### src/rtl/bcd_conv_arbiter_if.sv
// bcd_conv_arbiter_if: requester and converter handshake bundle for the shared BCD converter arbiter
interface bcd_conv_arbiter_if #(
  parameter int NUM_REQ = 4,
  parameter int DATA_W  = 8,
  parameter int BCD_W   = 12,
  parameter int ID_W    = 2
);
  logic [NUM_REQ-1:0]        req;
  logic [NUM_REQ*DATA_W-1:0] req_data;
  logic [NUM_REQ-1:0]        ack;
  logic [BCD_W-1:0]          bcd_out;
  logic                      bcd_valid;
  logic                      err;
  logic [ID_W-1:0]           cur_id;
  logic                      busy;
  logic                      conv_start;
  logic [DATA_W-1:0]         conv_data;
  logic                      conv_done;
  logic [BCD_W-1:0]          conv_bcd;
  modport master (
    input  req, req_data, conv_done, conv_bcd,
    output ack, bcd_out, bcd_valid, err, cur_id, busy, conv_start, conv_data
  );
  modport slave (
    output req, req_data, conv_done, conv_bcd,
    input  ack, bcd_out, bcd_valid, err, cur_id, busy, conv_start, conv_data
  );
endinterface

### src/rtl/bcd_conv_arbiter.sv
// bcd_conv_arbiter: round-robin sharing of one serial binary-to-BCD converter with a response watchdog
module bcd_conv_arbiter #(
  parameter int NUM_REQ = 4,
  parameter int DATA_W  = 8,
  parameter int BCD_W   = 12,
  parameter int TIMEOUT = 64,
  parameter int ID_W    = 2
) (
  input logic sys_clk,
  input logic sys_rst,
  bcd_conv_arbiter_if.master bus
);
  localparam int CNT_W = (TIMEOUT > 2) ? $clog2(TIMEOUT) : 1;
  typedef enum logic [1:0] {IDLE, START, WAIT, DONE} state_t;
  state_t              r_state, w_state;
  logic [CNT_W-1:0]    r_cnt, w_cnt;
  logic [ID_W-1:0]     r_last, w_last;
  logic [ID_W-1:0]     r_id, w_id;
  logic [DATA_W-1:0]   r_data, w_data;
  logic [BCD_W-1:0]    r_bcd, w_bcd;
  logic [NUM_REQ-1:0]  r_ack, w_ack;
  logic                r_valid, w_valid;
  logic                r_err, w_err;
  logic                r_start, w_start;
  logic                r_busy;
  logic                w_found;
  logic [ID_W-1:0]     w_win;
  logic [DATA_W-1:0]   w_win_data;
  // round-robin pick: first request above the last served index, else the lowest one at or below it
  always_comb begin
    w_found    = 1'b0;
    w_win      = '0;
    w_win_data = '0;
    for (int j = 0; j < NUM_REQ; j++)
      if (!w_found && bus.req[j] && j > int'(r_last)) begin
        w_found    = 1'b1;
        w_win      = ID_W'(j);
        w_win_data = bus.req_data[j*DATA_W +: DATA_W];
      end
    for (int j = 0; j < NUM_REQ; j++)
      if (!w_found && bus.req[j]) begin
        w_found    = 1'b1;
        w_win      = ID_W'(j);
        w_win_data = bus.req_data[j*DATA_W +: DATA_W];
      end
  end
  // next-state and next registered outputs; pulses default low so they last exactly one cycle
  always_comb begin
    w_state = r_state;
    w_cnt   = r_cnt;
    w_last  = r_last;
    w_id    = r_id;
    w_data  = r_data;
    w_bcd   = r_bcd;
    w_ack   = '0;
    w_valid = 1'b0;
    w_err   = 1'b0;
    w_start = 1'b0;
    case (r_state)
      IDLE: if (w_found) begin
        w_state = START;
        w_id    = w_win;
        w_data  = w_win_data;
        w_start = 1'b1;
      end
      START: begin
        w_state = WAIT;
        w_cnt   = '0;
      end
      WAIT: if (bus.conv_done || r_cnt == CNT_W'(TIMEOUT-1)) begin
        w_state = DONE;
        w_bcd   = bus.conv_done ? bus.conv_bcd : '0;
        w_err   = !bus.conv_done;
        w_valid = 1'b1;
        w_ack   = {{(NUM_REQ-1){1'b0}}, 1'b1} << r_id;
      end else begin
        w_cnt = r_cnt + 1'b1;
      end
      DONE: begin
        w_state = IDLE;
        w_last  = r_id;
      end
      default: w_state = IDLE;
    endcase
  end
  // state and output registers; reset leaves requester 0 with top priority
  always_ff @(posedge sys_clk or posedge sys_rst)
    if (sys_rst) begin
      r_state <= IDLE;
      r_cnt   <= '0;
      r_last  <= ID_W'(NUM_REQ-1);
      r_id    <= '0;
      r_data  <= '0;
      r_bcd   <= '0;
      r_ack   <= '0;
      r_valid <= 1'b0;
      r_err   <= 1'b0;
      r_start <= 1'b0;
      r_busy  <= 1'b0;
    end else begin
      r_state <= w_state;
      r_cnt   <= w_cnt;
      r_last  <= w_last;
      r_id    <= w_id;
      r_data  <= w_data;
      r_bcd   <= w_bcd;
      r_ack   <= w_ack;
      r_valid <= w_valid;
      r_err   <= w_err;
      r_start <= w_start;
      r_busy  <= w_state != IDLE;
    end
  assign bus.ack        = r_ack;
  assign bus.bcd_out    = r_bcd;
  assign bus.bcd_valid  = r_valid;
  assign bus.err        = r_err;
  assign bus.cur_id     = r_id;
  assign bus.busy       = r_busy;
  assign bus.conv_start = r_start;
  assign bus.conv_data  = r_data;
endmodule

### src/flat_wrapper.sv
// flat-port wrapper written by rule: the top's interface ports become plain ports
module bcd_conv_arbiter_flat 
#(
  parameter int NUM_REQ = 4,
  parameter int DATA_W  = 8,
  parameter int BCD_W   = 12,
  parameter int TIMEOUT = 64,
  parameter int ID_W    = 2
)
  (sys_clk, sys_rst, bus_req, bus_req_data, bus_conv_done, bus_conv_bcd, bus_ack, bus_bcd_out, bus_bcd_valid, bus_err, bus_cur_id, bus_busy, bus_conv_start, bus_conv_data);
  bcd_conv_arbiter_if #(.NUM_REQ(NUM_REQ), .DATA_W(DATA_W), .BCD_W(BCD_W), .ID_W(ID_W)) bus_i ();
  input logic sys_clk;
  input logic sys_rst;
  input wire logic [$bits(bus_i.req)-1:0] bus_req;
  input wire logic [$bits(bus_i.req_data)-1:0] bus_req_data;
  input wire logic [$bits(bus_i.conv_done)-1:0] bus_conv_done;
  input wire logic [$bits(bus_i.conv_bcd)-1:0] bus_conv_bcd;
  output wire logic [$bits(bus_i.ack)-1:0] bus_ack;
  output wire logic [$bits(bus_i.bcd_out)-1:0] bus_bcd_out;
  output wire logic [$bits(bus_i.bcd_valid)-1:0] bus_bcd_valid;
  output wire logic [$bits(bus_i.err)-1:0] bus_err;
  output wire logic [$bits(bus_i.cur_id)-1:0] bus_cur_id;
  output wire logic [$bits(bus_i.busy)-1:0] bus_busy;
  output wire logic [$bits(bus_i.conv_start)-1:0] bus_conv_start;
  output wire logic [$bits(bus_i.conv_data)-1:0] bus_conv_data;
  assign bus_i.req = bus_req;
  assign bus_i.req_data = bus_req_data;
  assign bus_i.conv_done = bus_conv_done;
  assign bus_i.conv_bcd = bus_conv_bcd;
  assign bus_ack = bus_i.ack;
  assign bus_bcd_out = bus_i.bcd_out;
  assign bus_bcd_valid = bus_i.bcd_valid;
  assign bus_err = bus_i.err;
  assign bus_cur_id = bus_i.cur_id;
  assign bus_busy = bus_i.busy;
  assign bus_conv_start = bus_i.conv_start;
  assign bus_conv_data = bus_i.conv_data;
  bcd_conv_arbiter #(.NUM_REQ(NUM_REQ), .DATA_W(DATA_W), .BCD_W(BCD_W), .TIMEOUT(TIMEOUT), .ID_W(ID_W)) u_core (.sys_clk(sys_clk), .sys_rst(sys_rst), .bus(bus_i));
endmodule
### config.mk
export PLATFORM = sky130hd
export DESIGN_NAME = bcd_conv_arbiter_flat
export DESIGN_NICKNAME = d
export VERILOG_FILES = /design/src/rtl/bcd_conv_arbiter_if.sv /design/src/rtl/bcd_conv_arbiter.sv /design/src/flat_wrapper.sv
export SDC_FILE = /design/constraint.sdc
export NUM_CORES = 1
export LEC_CHECK = 0
export BUFFER_PORTS_ARGS = -buffer_cell sky130_fd_sc_hd__buf_2
export CAP_MARGIN = 10
export CORE_MARGIN = 3
export CORE_UTILIZATION = 45
export CTS_CLUSTER_SIZE = 14
export DETAILED_ROUTE_END_ITERATION = 6
export PLACE_DENSITY = 0.73
export SYNTH_ARGS = -nofsm -noshare
export SYNTH_HDL_FRONTEND = slang
export SYNTH_SLANG_ARGS = --single-unit
export TNS_END_PERCENT = 10
### constraint.sdc
create_clock -name sys_clk -period 3.5 [get_ports sys_clk]
set_input_delay 0.35 -clock sys_clk [delete_from_list [all_inputs] [get_ports sys_clk]]
set_output_delay 0.35 -clock sys_clk [all_outputs]
set_load 0.1 [all_outputs]
==> flow_summary.yaml <==
cells_and_area:
  nFillCells: 491
  num_antenna_cells: 0
  drive_above_1_share_pct: 39.9
  syn2layout_area_growth_pct: 22.0
  nets: 355
  instances_no_fill: 368
placement:
  place_hpwl_um: 4350
  gp_congestion: 0.885
  pre_cts_ws_ps: 1420
  dp.cells: 361
  place.port_buffers: 80
sta:
  hold_violations: 0
  setup_violations: 0
  worst_pin_slew_ps: 534
  timing.fmax_mhz: 484
  setup_ws_ps: 1430
  fin_skew_ps: 12.0
  fin_crit_sh_pct: 59.0
  post-route-min-period_ps: 2070
  fin_tns_setup_ps: 0
  drv_slew: 0
  grt_setup_unrepaired: "no"
  slew_headroom_pct: 64.4
routing:
  wl_per_cell_um: 16.3
  vias: 2042
  ant_nets: 0
  drtIter0Drc: 120
  wl_um: 6010
  dr.pass1.iters: 4
  viasPerCell: 5.55
  drc: 0
floorplan:
  die_area_um2: 6280
  die_h_um: 79.3
  initial_core_util_pct: 47.0
  ios: 81
  core_um2: 5140
  placementRows: 26
  die_x_um: 79.3
grt:
  grtUsageTotal_pct: 19.8
  grt_max_degree: 41
  grt_pass1_vias: 2048
  grt_overflow: 0
  grt_pass1_wl_um: 9810
  antenna_found_initial: 0
yosys:
  synth_ff_type: "dfrtp_1"
  synthTopCellsByCount: "38 x dfrtp_1, 16 x inv_1, 16 x nor2_1"
  synth_edf_count: 0
  synth-async-reset-ratio_pct: 100
  synth_area_per_cell_um2: 10.8
  ys_seq_elements: 40
  syn-num-nets: 280
  yosysTopAreaCellShare_pct: 39.4
  ys_seq_area_share_pct: 41.6
  synthCells: 223
  synth_area_leaders: "dfrtp_1 39%, a221oi_2 9.3%, a22o_1 4.4%, mux2i_1 3.7%, ha_1 3.1%"
  yosys_warnings: 0
  synth.distinct_cells: 51
  syn-cell-area_um2: 2410
  synth.most_common_cell: "dfrtp_1"
  yosys.area.top_type: "dfrtp_1"
power:
  ir_worst_vdd_mv: 0.916
  p_leak_nw: 1.49
  power.density_nw_per_um2: 1130
  power_w: 0.00332
min_path:
  hold_path_class: "input port to async pin"
status:
  outcome: "complete, no violations"
critical_path:
  critPathKind: "register to register"
  critPathRequiredTime_ps: 3700
  end_kind: "register"
  cp_max_fo: 19
  cp.arrival_ps: 2270
  reg2reg_depth: 5
  start_kind: "register"
clock_tree:
  cts_tree: "yes"
  ctsHoldBuffers: 0
  path_clk_slew_ps: 90
  numCtsBuffers: 5
  insertion_delay_ps: 290
  cts_root_buf: "clkbuf_8"
  htreeDepth: 2
  clock_path_buffers: 2
  cts_setup_buffers: 0
  cts.sinks: 40
  cts_resized: 0
job:
  maxCapViolCount: 0
-- cells in the final DEF, fill, tap and decap left out, drive strengths merged, types with 3 or more instances in the layout --
cell,netlist,layout
buf,12,81
dfrtp,38,38
nor2,18,18
inv,17,17
a221oi,16,16
nand2,15,15
a22o,12,12
mux2i,9,9
and3b,8,8
a31oi,8,8
o32ai,8,8
o22ai,7,7
ha,6,6
o21ai,6,6
a21oi,6,6
clkbuf,1,5
and3,4,4
xor2,3,3
-- cell type report --
class	count	area (um^2)	share of cell area, %
clock buffers	5	68.8	2.34
clock inverters	2	60.1	2.04
inverters	17	63.8	2.17
multi-input cells	153	1250	42.6
flip-flops and latches	40	1000	34.1
well taps	70	87.6	2.97
repair buffers	81	408	13.8
-- power by group --
group | leakage (nW) | internal, W | switching, W
combinational | 0.932 | 0.000475 | 0.00156
clock | 0.0642 | 0.000281 | 0.000163
sequential | 0.495 | 0.000661 | 0.000182
-- registers in the layout, indices dropped and copies added (netlist names) --
register and flops:
u_core.bus.ack 4, u_core.bus.bcd_out 12, u_core.bus.bcd_valid 1, u_core.bus.busy 1, u_core.bus.conv_data 8, u_core.bus.conv_start 1, u_core.bus.cur_id 2, u_core.bus.err 1
u_core.r_cnt 6, u_core.r_last 2, u_core.r_state 2
-- per-stage QoR --
| stage | area [um^2] | utilization, % | hold slack [ps] |
|---|---|---|---|
| after CTS | 2950 | 57.3 | 176 |
| after global placement | 2820 | 54.8 | 484 |
| after global routing | 2950 | 57.3 | 209 |
| after floorplan | 2410 | - | 477 |
| after detailed placement | 2820 | 54.8 | 487 |
| final | 2950 | 57.3 | 161 |
-- per-layer routing --
metal	GRT usage (%)	wire length, um	vias up
li1	-	-	994
met1	25.8	2670	969
met2	33.5	2910	75
met3	4.31	396	4
met4	4.47	31	0
met5	0	0	-
-- worst max-delay path: stages (launching register included) --
cell and delay, ps:
dfstp_2 740, nand2b_1 390, a21oi_4 150, o32ai_1 270, mux2i_1 140, a221oi_2 280
-- cell families (layout without fill, tap and decap cells) --
logic type | Yosys count | count (layout) | share of synthesized area, %
buffers and inverters | 30 | 105 | 6.48
AND/OR/NAND/NOR | 62 | 62 | 14.6
AO/OA/AOI/OAI | 71 | 71 | 28.7
XOR/XNOR | 4 | 4 | 1.45
flip-flops | 40 | 40 | 41.6
adder cells (fa/ha/maj) | 6 | 6 | 3.11
multiplexers | 10 | 10 | 4.20
-- final timing paths --
check / to / from / slack [ps]
max in group asynchronous: u_core.r_last[0] / sys_rst / 2980
setup / recovery: u_core.bus.conv_data[2] / u_core.r_last[0] / 1430
hold reg to reg: u_core.bus.bcd_out[2] / u_core.bus.bcd_out[2] / 500
hold / removal: u_core.bus.conv_data[3] / sys_rst / 160
setup reg to reg: u_core.bus.conv_data[2] / u_core.r_last[0] / 1430
min in group sys_clk: u_core.bus.bcd_out[6] / bus_conv_bcd[6] / 280
Power figures use the tool's default switching activity.
